File: config.mk
export PLATFORM = sky130hd
export DESIGN_NAME = rr_decoder_arbiter
export DESIGN_NICKNAME = d
export VERILOG_FILES = /design/src/rtl/rr_decoder_arbiter.sv
export SDC_FILE = /design/constraint.sdc
export NUM_CORES = 1
export LEC_CHECK = 0
export BUFFER_PORTS_ARGS = -buffer_cell sky130_fd_sc_hd__buf_2
export CORE_UTILIZATION = 32
export CTS_CLUSTER_SIZE = 8
export DETAILED_ROUTE_END_ITERATION = 7
export GPL_TIMING_DRIVEN = 0
export PLACE_DENSITY = 0.56
export SLEW_MARGIN = 20
export SYNTH_ARGS = -nofsm -noshare
export SYNTH_HDL_FRONTEND = slang
export SYNTH_SLANG_ARGS = --single-unit
File: constraint.sdc
create_clock -name clk -period 2.3 [get_ports clk]
set_input_delay 0.69 -clock clk [delete_from_list [all_inputs] [get_ports clk]]
set_output_delay 0.69 -clock clk [all_outputs]
set_load 0.05 [all_outputs]
File: src/rtl/rr_decoder_arbiter.sv
// rr_decoder_arbiter: round-robin owner of a shared 2-to-4 decoder with done/withdraw/hold-limit release
module rr_decoder_arbiter #(
   parameter int MAX_HOLD = 8
) (
   input  logic       clk,
   input  logic       rst,
   input  logic [3:0] req,
   input  logic       done,
   output logic       dec_en,
   output logic [1:0] dec_sel,
   output logic [3:0] gnt,
   output logic       busy,
   output logic       timeout
);
   typedef enum logic [1:0] {IDLE, GRANT, RELEASE} state_t;
   state_t     r_state;
   logic       r_dec_en;
   logic       r_timeout;
   logic [1:0] r_dec_sel;
   logic [1:0] r_last;
   logic [3:0] r_gnt;
   logic [7:0] r_cnt;
   logic [1:0] w_win;
   logic       w_limit;
   logic       w_release;
   // scan last+4 down to last+1 so the nearest set bit after last wins
   always_comb begin
      w_win = r_last + 2'd1;
      for (int i = 4; i >= 1; i--)
         if (req[r_last + 2'(i)]) w_win = r_last + 2'(i);
   end
   assign w_limit   = r_cnt == 8'(MAX_HOLD - 1);
   assign w_release = done | ~req[r_dec_sel] | w_limit;
   always_ff @(posedge clk or posedge rst) begin
      if (rst) begin
         r_state   <= IDLE;
         r_dec_en  <= 1'b0;
         r_dec_sel <= 2'd0;
         r_gnt     <= 4'd0;
         r_timeout <= 1'b0;
         r_last    <= 2'd3;
         r_cnt     <= 8'd0;
      end else begin
         r_timeout <= 1'b0;
         case (r_state)
            GRANT: begin
               r_cnt <= (r_cnt == 8'hff) ? r_cnt : r_cnt + 8'd1;
               if (w_release) begin
                  r_state   <= RELEASE;
                  r_dec_en  <= 1'b0;
                  r_gnt     <= 4'd0;
                  r_last    <= r_dec_sel;
                  r_timeout <= w_limit & ~done & req[r_dec_sel];
               end
            end
            default: begin
               r_state <= (|req) ? GRANT : IDLE;
               if (|req) begin
                  r_dec_en  <= 1'b1;
                  r_dec_sel <= w_win;
                  r_gnt     <= 4'b0001 << w_win;
                  r_cnt     <= 8'd0;
               end
            end
         endcase
      end
   end
   assign dec_en  = r_dec_en;
   assign dec_sel = r_dec_sel;
   assign gnt     = r_gnt;
   assign busy    = r_dec_en;
   assign timeout = r_timeout;
endmodule
* After elaboration in Yosys (flattened, before gate mapping) *
Cells that the tools add are included.
Widths: inputs -> output; s select.

word-level totals
  bits in registers = 20
  input bits = 7
  word-level logic and storage cells = 63
  RAM bits = 0
  output and inout bits = 9
  bits in read-only memories = 0
  memories kept = 0
  latch bits = 0

operators by class
  equal/unequal tests = 5
  $mul = 0
  reduce and logical (&&, ||, !) cells = 6
  $lt $le $gt $ge = 5
  bitwise logic cells = 7
  multiplexer cells = 28
  add/sub/neg operators = 4
  divide/modulo/power cells = 0
  shift operators = 1

operators with widths
  kind                 number
  $mux 8               3
  $lt 2x3->1 const B   5
  $mux 2               6
  $mux 4               3
  $mux 1               11
  $bmux 1 s2           5
  $add 8x1->8 const B  1
  $eq 8x3->1 const B   1
  $eq 8x8->1 const B   1
  $reduce_and 2->1     4
  $add 2x2->2 const B  2
  $ne 2x2->1 const B   2
  $reduce_or 4->1      1
  $shl 1x2->4 const A  1
  $not 1->1            3
  $add 2x1->2 const B  1
  $and 1x1->1          2
  $eq 2x1->1 const B   1
  $or 1x1->1           2
  $reduce_bool 2->1    1

* Depth between registers and ports, before layout *
Gate-level depths: netlist of the first run.

  word-level depth = 9
  depth in mapped cells = 6
  mapped depth without buffers = 5

* Worst setup path after synthesis of the first run *
OpenSTA, ideal clock, no wires.

  kind = input -> register
  start = input port req[0]
  end = register r_gnt[0], in the netlist gnt[0]
  stages on the path = 6
  slack = 0.323 ns
  arrival = 1.876 ns
  cell sequence = nor4_1 -> a21o_1 -> clkbuf_1 -> clkbuf_1 -> nand2_1 -> o32ai_1

between the ends
  word-level cells in the longest chain between the ends = 9

ends and longest elaborated chain
  item                          RTL line  text
  start: declaration            7         input logic [3:0] req,
  $bmux 1 s2                    30        if (req[r_last + 2'(i)]) w_win = r_last + 2'(i);
  $mux 1 (not written as such)  30
  $mux 2 (4 in a row)           30
  $shl 1x2->4                   61        r_gnt <= 4'b0001 << w_win;
  $mux 4                        58        if (|req) begin
  $mux 4                        45        case (r_state)
  end signal: assignment        61
  end: declaration              21        logic [3:0] r_gnt;

Several ways; a longest one is shown, not always the timed one. The select of a mux whose other input is x is not followed.
A chain may end at the register's enable or synchronous reset.

* Worst setup path after layout of the first run *
  start = input port req[0]
  end = register r_cnt[3]

between the ends
  word-level cells in the longest chain between the ends = 3

ends and longest elaborated chain
  item                         RTL line  text
  $reduce_or 4->1              58
  $reduce_bool 2->1 (no line)  --
  $reduce_and 2->1 (no line)   --
  end signal: assignment       47        r_cnt <= (r_cnt == 8'hff) ? r_cnt : r_cnt + 8'd1;
  end: declaration             22        logic [7:0] r_cnt;

No other way between the ends.

==> results.md, run 1 <==
* Gate power share at 52.5%
* Max Cap Viol at 0
* First-pass GRT wire length at 3800 um
* Area after DPL at 1230 um^2
* Worst relative slew slack at 50.2%
* Internal at 0.871 mW
* TNS Setup at 0 ps
* Clock slew seen by the registers of the worst setup and hold paths at 110 ps
* Drt pass-1 iters at 4
* Number of synthesized flops with an enable pin at 0
* Pwr Density at 1270 nW/um^2
* CP Class: input port to flip-flop
* Final global-route overflow total at 0
* Outcome: complete, no violations
* Setup Buffers After CTS at 0
* Iteration-0 DRC Markers at 11
* RSZ-0062 raised after global routing: false
* Port buffer count at 15
* Clock power frac at 10.7%
* Reg-to-reg setup timing slack at 270 ps
* Crit share post-route at 89.7%
* DRT antenna net count at 0
* Fmax at 0.485 GHz
* H-tree level count at 1
* Synth top area cells: dfrtp_1 41%, dfstp_2 4.8%, nand2_1 4.1%, o32ai_1 3.2%, a21oi_1 2.7%
* CTS sink cnt at 20
* WP data arrival at 2280 ps
* Fin util at 40.0%
* Worst setup margin at 237 ps
* Total GRT Usage at 14.1%
* Syn Nets at 117
* Vias in the first global route at 837
* Die Height at 60.7 um
* Placer Congestion at 0.783
* Mapped Area at 1100 um^2
* Peak supply drop at 0.886 mV
* Largest net degree at the start of global routing at 21
* NumNets Final at 137
* Hold WS at 496 ps
* Hold Fails Final Rpt at 0
* Number of diodes at 0
* Vias per cell at 5.17
* Pre-CTS setup slack at -112 ps
* Worst Clk Skew at 3.95 ps
* CTS Root Cell: clkbuf_4
* Post-synthesis area per instance at 10.1 um^2
* Yosys cell types at 44
* Worst-Skew Late Latency at 300 ps
* Worst-margin pin slew at 746 ps
* Clk buf depth at 2
* Vias at 889
* Cells after Synth at 109
* Setup crit end kind: flip-flop
* DRC at 0
* Worst EP required at 2520 ps
* Row cnt at 20
* Static Leak at 0.554 nW
* Worst Path Max Fanout at 10
* Startpoint types: input port
* Async set or reset register ratio after synthesis at 100%
* Die width at 60.7 um
* Flop pwr share at 36.8%
* Antenna violations before repair at 0
* Starting Density at 35.0%
* CORE AREA at 3150 um^2
* Share of cells above drive strength 1 at 23.4%
* Share of the synthesized area in the top cell type at 40.8%
* Yosys top cell by area: dfrtp_1
* Ports at 16
* Count leader, synth: dfrtp_1
* Post-synthesis sequential area ratio at 45.6%
* Final instance area at 1260 um^2
* Worst hold path type: input port to async pin
* Setup-failing EPs final at 0
* CTS Hold Bufs at 0
* Net Sw Frac at 45.5%
* Synth Flop Type: dfrtp_1
* Post-Route WL at 2170 um
* Slew Viols, Final at 0
* Top cells by count, synth: 18 x dfrtp_1, 12 x nand2_1, 7 x inv_1
* Dpl hpwl at 1630 um
* Reg2reg end: r_last[0]
* R2R depth at 4
* Synth warnings at 0
* Num CTS Buffers at 3
* Post-cts gate resize count at 0
* Full die area at 3690 um^2
* FF+latch count, synth at 20
* Tmin final at 2060 ps
* Psw at 0.728 mW
* CTS tree: built
* Syn-to-layout area delta at 14.2%
* Launching point of the worst reg2reg path: r_cnt[3]
* Routed WL per cell at 12.6 um
-- critical path, cell delays in order --
cell and delay (ps):
buf_2 140, nor4_1 450, a21o_1 130, clkbuf_1 260, clkbuf_1 380, o211ai_1 150, o31ai_1 90
-- cell usage in the layout (no fill, tap or decap), drive strengths merged, types with 2 or more instances in the layout --
cell type  netlist  layout
nand2           12      12
o32ai            4       4
o31ai            2       2
or2              2       2
dfstp            2       2
nand3            2       2
o21bai           2       2
xnor2            2       2
mux2             2       2
or2b             2       2
mux2i            3       3
clkbuf           3       7
dfrtp           18      18
o21ai            4       4
nor2             2       2
nand2b           4       4
nor2b            2       2
inv              7       7
o22ai            4       4
buf              1      16
a21oi            7       7
or4              3       3
-- through the flow --
| stage | total power [mW] | std cells |
|---|---|---|
| after floorplan | 1.26 | 109 |
| after global placement | 1.42 | 168 |
| after detailed placement | 1.44 | 168 |
| after CTS | 1.62 | 172 |
| after global routing | 1.74 | 172 |
| final | 1.60 | 172 |
-- kinds of logic after synthesis --
| kind of cell | count (synthesis) | share of synthesized area (%) |
|---|---|---|
| adder cells (fa/ha/maj) | 1 | 1.13 |
| multiplexers | 5 | 5.44 |
| AO/OA/AOI/OAI | 33 | 21.7 |
| buffers and inverters | 11 | 4.99 |
| AND/OR/NAND/NOR | 36 | 18.8 |
| XOR/XNOR | 3 | 2.38 |
| flip-flops | 20 | 45.6 |
-- power by group through the flow --
stage	sequential (mW)	combinational, mW	clock [mW]
4_1_cts	0.590	0.847	0.178
3_5_place_dp	0.595	0.845	0
2_1_floorplan	0.731	0.527	0
6_report	0.588	0.840	0.171
3_3_place_gp	0.587	0.838	0
5_1_grt	0.611	0.931	0.195
-- state kept, by name (all words and copies together) (netlist names) --
register / cells
busy: 1
dec_sel: 2
gnt: 4
r_cnt: 8
r_last: 2
r_state: 2
timeout: 1
-- per-layer routing --
metal	share of wire (%)	track usage [%]	vias up
li1	-	-	441
met1	50	19.7	420
met2	44	20.9	26
met3	4.9	4.69	2
met4	0.97	3.90	0
met5	0	0	-
-- area by class of cell --
type                       instances  area (um^2)
timing repair buffer              15         75.1
fill                             328         1890
tap                               44         55.1
buffer                             4         28.8
multi-input combinational         78          546
clock buffer                       4         26.3
inverter                           7         26.3
sequential                        20          503
-- how the worst max path moves through the flow --
stage,from,to,depth (start not counted)
detailed placement,req[0],gnt[0],7
CTS,req[0],gnt[0],7
floorplan,req[0],gnt[0],6
finish,req[0],r_cnt[3],7
global placement,req[0],gnt[2],7
global route,req[0],r_cnt[3],7
(Power assumes the default switching activity.)
==> run 2: changes to the inputs <==
Settings changed: ABC_AREA set to 1, PLACE_DENSITY 0.56 to 0.55, TNS_END_PERCENT set to 20.
==> results.md, run 2 <==
* Critical-path cell list: buf_2
* CTS tree: built
* Async set or reset register ratio after synthesis at 100% (unchanged)
* Vias per cell at 4.67 (-9.6%)
* Clock slew seen by the registers of the worst setup and hold paths at 70 ps (-40 ps)
* CP Class: flip-flop to output pin
* WP data arrival at 1020 ps (-1260 ps)
* Vias at 1019 (+15%)
* Dpl hpwl at 1850 um (+13%)
* Syn Nets at 161 (+38%)
* Worst EP required at 1610 ps (-910 ps)
* CTS Root Cell: clkbuf_8
* Iteration-0 DRC Markers at 24 (+13)
* Synth top area cells: dfrtp_1 38%, nand2_1 13%, inv_1 6.0%, nand3_1 5.5%, nand2_2 4.8%
* Largest register FFs at 8 (unchanged)
* Die Height at 62.9 um (+3.5%)
* CP bufs+invs at 1 (-2)
* Met3 usage in global routing at 2.37% (-2.3 points)
* Count leader, synth: nand2_1
* Cells after Synth at 153 (+40%)
* Critical-path top delay cell: dfrtp_1
* GRT Max-Usage Layer: met2
* Worst Clk Skew at 4.25 ps (+0.292 ps)
* CORE AREA at 3440 um^2 (+9.2%)
* Worst relative slew slack at 50.5% (+0.24 points)
* Drt pass-1 iters at 4 (unchanged)
* Post-Route WL at 2430 um (+12%)
* Met2 Use GR at 22.3% (+1.4 points)
* Share of the synthesized area in the top cell type at 38.0% (-2.8 points)
* Total GRT Usage at 14.3% (+0.24 points)
* Pre-CTS setup slack at 506 ps (+618 ps)
* DRC at 0 (unchanged)
* Largest net degree at the start of global routing at 21 (unchanged)
* Starting Density at 34.4% (-0.58 points)
* Static Leak at 0.705 nW (+27%)
* FF+latch count, synth at 20 (unchanged)
* Die width at 62.9 um (+3.5%)
* Register Area at 503 um^2 (unchanged)
* RSZ-0062 raised after global routing: false
* Fmax at 0.584 GHz (+20%)
* Number of synthesized flops with an enable pin at 0 (unchanged)
* Peak supply drop at 0.632 mV (-29%)
* Antenna violations before repair at 0 (unchanged)
* Area after DPL at 1320 um^2 (+6.8%)
* Worst path max stage delay at 460 ps (about the same)
* Setup-failing EPs final at 0 (unchanged)
* Multi-input gate area at 573 um^2 (+5.0%)
* Worst hold path type: flip-flop to flip-flop
* NumNets Final at 181 (+32%)
* Routed WL per cell at 11.1 um (-12%)
* CTS sink cnt at 20 (unchanged)
* Reg-to-reg setup timing slack at 750 ps (+480 ps)
* Row cnt at 21 (+5.0%)
* Worst setup margin at 586 ps (+350 ps)
* DRT antenna net count at 0 (unchanged)
* Setup crit end kind: output pin
* Layout fillers at 370 (+13%)
* Worst Path Max Fanout at 6 (-4)
* Crit share post-route at 74.5% (-15 points)
* Post-synthesis area per instance at 7.74 um^2 (-24%)
* Full die area at 3950 um^2 (+7.1%)
* CP top delay family: flip-flops
* Synth Flop Type: dfrtp_1
* Yosys cell types at 31 (-30%)
* Pwr Density at 1460 nW/um^2 (+15%)
* Setup Buffers After CTS at 0 (unchanged)
* Final global-route overflow total at 0 (unchanged)
* Vias in the first global route at 1009 (+21%)
* Hold WS at 510 ps (+13.7 ps)
* Hold Fails Final Rpt at 0 (unchanged)
* Port buffer count at 15 (unchanged)
* Met1 Use GR at 18.8% (-0.88 points)
* Most common cell after layout, fill and taps aside: nand2_1
* Syn-to-layout area delta at 15.8%
* Worst-Skew Late Latency at 260 ps (-40 ps)
* TNS Setup at 0 ps (unchanged)
* Placer Congestion at 0.771 (-1.6%)
* Outcome: complete, no violations
* Commonest non-fill, non-tap cells in the layout: 41 x nand2_1, 19 x inv_1, 18 x dfrtp_1
* Synth warnings at 0 (unchanged)
* Tmin final at 1710 ps (-350 ps)
* Slew Viols, Final at 0 (unchanged)
* Final instance area at 1370 um^2 (+8.9%)
* Mapped Area at 1180 um^2 (+7.4%)
* Num CTS Buffers at 3 (unchanged)
* Clk buf depth at 2 (unchanged)
* Most flops, register: r_cnt
* Worst-margin pin slew at 742 ps (-3.63 ps)
* First-pass GRT wire length at 4400 um (+16%)
* CTS Hold Bufs at 0 (unchanged)
* Post-synthesis sequential area ratio at 42.4% (-3.1 points)
* Top cells by count, synth: 41 x nand2_1, 19 x inv_1, 18 x dfrtp_1
* Ports at 16 (unchanged)
* Post-cts gate resize count at 0 (unchanged)
* Fin util at 39.9% (-0.084 points)
* Max Cap Viol at 0 (unchanged)
* H-tree level count at 1 (unchanged)
* Yosys top cell by area: dfrtp_1
* Number of diodes at 0 (unchanged)
* Share of cells above drive strength 1 at 26.7% (+3.3 points)
* Startpoint types: flip-flop
==> run 2: cell count changes after synthesis, sizes merged, moves of 3 or more <==
cell    previous run  this run
o32ai              4         1
o22ai              4         1
a21oi              7         2
nand2b             4         0
nor2               2         6
clkbuf             3         0
mux2i              3         0
nand4              0         5
o21ai              4        12
nand3              2        15
or4                3         0
inv                7        24
nand2             12        51
==> run 2: kinds of logic (layout without fill, tap and decap cells) <==
| kind of cell | after synthesis | count (layout) | synth area share (%) |
|---|---|---|---|
| fa+ha+maj | 1 | 1 | 1.06 |
| compound gates | 19 | 19 | 10.3 |
| flops | 20 | 20 | 42.4 |
| buf+inv | 26 | 45 | 9.19 |
| simple gates | 83 | 83 | 34.0 |
| xor+xnor | 4 | 4 | 2.96 |
==> run 2: final timing paths <==
| kind | from | end | cells after the start |
|---|---|---|---|
| worst max register to register | r_cnt[0] | r_cnt[5] | 8 |
| min in group asynchronous | rst | gnt[3] | 2 |
| worst min register to register | busy | busy | 2 |
| worst min-delay path | busy | busy | 2 |
| max in group asynchronous | rst | r_state[0] | 2 |
| worst max-delay path | dec_sel[0] | dec_sel[0] | 1 |
==> run 2: metrics by stage <==
step / total power [mW] / cells
final: 2.01 / 218
after floorplan: 1.51 / 153
after global routing: 2.21 / 218
after global placement: 1.73 / 214
after CTS: 2.03 / 218
after detailed placement: 1.75 / 214
==> run 2: metal layers <==
metal	up-vias	routed length [um]
met3	5	70
met2	18	1060
met1	465	1240
li1	531	-
met4	0	57
met5	-	0
==> run 2: area by class of cell <==
type / instances / area share [%]
plain buffers: 2 / 1.37
clock buffers: 4 / 4.01
flip-flops and latches: 20 / 36.6
inverters: 24 / 6.56
well taps: 46 / 4.19
multi-input cells: 107 / 41.8
repair buffers: 15 / 5.47
==> run 2: report_power, final <==
group / internal [mW] / switching [mW]
Combinational: 0.354 / 0.826
Clock: 0.152 / 0.114
Sequential: 0.472 / 0.0887
Total: 0.978 / 1.03
==> run 3: changes to the inputs <==
Settings changed: PLACE_DENSITY 0.55 to 0.57.
Clock period 2.3 ns to 1.4 ns, I/O delays scaled along.
==> results.md, run 3 (synthesis gave the netlist of run 2 again) <==
* Outcome: finished with violations
* Violated checks: negative setup slack
* Starting Density at 34.4% (unchanged)
* Worst EP required at 1600 ps (about the same)
* DRC at 0 (unchanged)
* Port buffer count at 15 (unchanged)
* Placer Congestion at 0.773 (+0.34%)
* Critical-path cell list: buf_6 > nand2_1 > o21ai_2 > nand2_1 > nand3_1 > nand2_2 > a21boi_2 > nand4_1 > nand2_1
* Routed WL per cell at 12.0 um (+8.1%)
* CP most frequent cell: nand2_1
* Worst-Skew Late Latency at 260 ps (about the same)
* CP Class: flip-flop to flip-flop
* Vias in the first global route at 1053 (+4.4%)
* NumNets Final at 194 (+7.2%)
* H-tree level count at 1 (unchanged)
* Post-Route WL at 2780 um (+15%)
* CTS Root Cell: clkbuf_8
* Syn-to-layout area delta at 34.3%
* Crit share post-route at 109%
* Hold Fails Final Rpt at 0 (unchanged)
* Largest register FFs at 8 (unchanged)
* Worst hold path type: input port to async pin
* Worst relative slew slack at 50.4% (-0.053 points)
* Critical-path top delay cell: dfstp_2
* Worst path max stage delay at 580 ps (+120 ps)
* RSZ-0062 raised after global routing: true
* Peak supply drop at 1.16 mV (+84%)
* CORE AREA at 3440 um^2 (unchanged)
* Drt pass-1 iters at 4 (unchanged)
* Commonest non-fill, non-tap cells in the layout: 30 x nand2_1, 19 x nand2_2, 18 x inv_1
* Ports at 16 (unchanged)
* Num CTS Buffers at 3 (unchanged)
* Fmax at 0.658 GHz
* Share of cells above drive strength 1 at 45.4% (+19 points)
* Vias per cell at 4.78 (+2.3%)
* Clock slew seen by the registers of the worst setup and hold paths at 70 ps (about the same)
* Full die area at 3950 um^2 (unchanged)
* Antenna violations before repair at 0 (unchanged)
* Total GRT Usage at 14.8% (+0.47 points)
* Worst Path Max Fanout at 5 (-1)
* Layout fillers at 349 (-5.7%)
* WP data arrival at 1720 ps (+700 ps)
* Most common cell after layout, fill and taps aside: nand2_1
* Die Height at 62.9 um (unchanged)
* Clk buf depth at 2 (unchanged)
* Most flops, register: r_cnt
* Slew Viols, Final at 0 (unchanged)
* Pwr Density at 2410 nW/um^2 (+65%)
* Row cnt at 21 (unchanged)
* DRT antenna net count at 0 (unchanged)
* Final instance area at 1590 um^2 (+16%)
* Static Leak at 0.797 nW (+13%)
* Final global-route overflow total at 0 (unchanged)
* Setup-failing EPs final at 12 (+12)
* CTS tree: built
* Fin util at 46.2% (+6.4 points)
* Tmin final at 1520 ps
* Vias at 1105 (+8.4%)
* Max Cap Viol at 0 (unchanged)
* Worst setup margin at -119 ps (-706 ps)
* Largest net degree at the start of global routing at 21 (unchanged)
* Number of diodes at 0 (unchanged)
* Iteration-0 DRC Markers at 20 (-17%)
* Die width at 62.9 um (unchanged)
* First-pass GRT wire length at 4570 um (+4.1%)
* Worst Clk Skew at 0.883 ps (-3.36 ps)
* Startpoint types: flip-flop
* Area after DPL at 1320 um^2 (+0.19%)
* Dpl hpwl at 1810 um (-1.8%)
* CTS sink cnt at 20 (unchanged)
* Setup crit end kind: flip-flop
* Worst-margin pin slew at 743 ps (+0.788 ps)
[run 3: changes by cell type in the layout (fill, tap and decap cells not counted), sizes merged]
| cell | previous run | this run |
|---|---|---|
| buf | 17 | 30 |
[run 3: final timing paths]
kind | startpoint | endpoint | slack [ps] | cells past startpoint
min in group clk | done | timeout | 330 | 2
max in group asynchronous | rst | dec_sel[1] | 610 | 2
max | r_last[0] | gnt[2] | -120 | 9
min | rst | gnt[1] | 270 | 2
min reg2reg | gnt[0] | gnt[0] | 510 | 2
max reg2reg | r_last[0] | gnt[2] | -120 | 9
[run 3: critical path, delay by kind of cell (launching register included)]
family	cells	cell delay [ps]
buffers and inverters	1	140
AOI/OAI and AO/OA	2	260
DFF	1	580
and+or+nand+nor	6	480
[run 3: power breakdown]
group | switching (mW) | internal, mW
Combinational | 1.58 | 0.922
Sequential | 0.149 | 0.782
Clock | 0.195 | 0.203
Total | 1.92 | 1.91
[run 3: timing repair]
action / CTS / global route
gates cloned: 1 / 0
resized for setup: 16 / 16
setup endpoints to repair: 16 / 19
setup buffers: 8 / 4
pin swaps: 12 / 12
hold buffers: 0 / 0
[run 3: cell type report]
class / count / area (um^2) / area share, %
Inverter: 24 / 90.1 / 5.66
Timing Repair Buffer: 28 / 195 / 12.3
Multi-Input combinational cell: 107 / 679 / 42.7
Buffer: 2 / 18.8 / 1.18
Clock buffer: 4 / 45.0 / 2.83
Sequential cell: 20 / 505 / 31.8
Tap cell: 46 / 57.6 / 3.62
[run 3: routing by layer]
metal  vias to the layer above  wire length, um  track usage, %  part of all wire, %
met5                         -                0               0                    0
met4                         0               46            6.69                  1.7
met3                         5              111            2.92                  4.0
met2                        19             1360            24.2                   49
met1                       524             1260            18.7                   45
li1                        557                -               -                    -
[run 3: through the flow]
step           TNS, ps  hold WS, ps  setup slack, ps  total power [mW]  std cells
2_1_floorplan        0          382             24.1              2.48        153
3_3_place_gp      -885          484             -126              2.84        214
3_5_place_dp     -1290          493             -143              2.87        214
4_1_cts           -325          311            -63.0              3.62        227
5_1_grt          -1970          334             -192              4.11        231
6_report          -732          274             -119              3.83        231
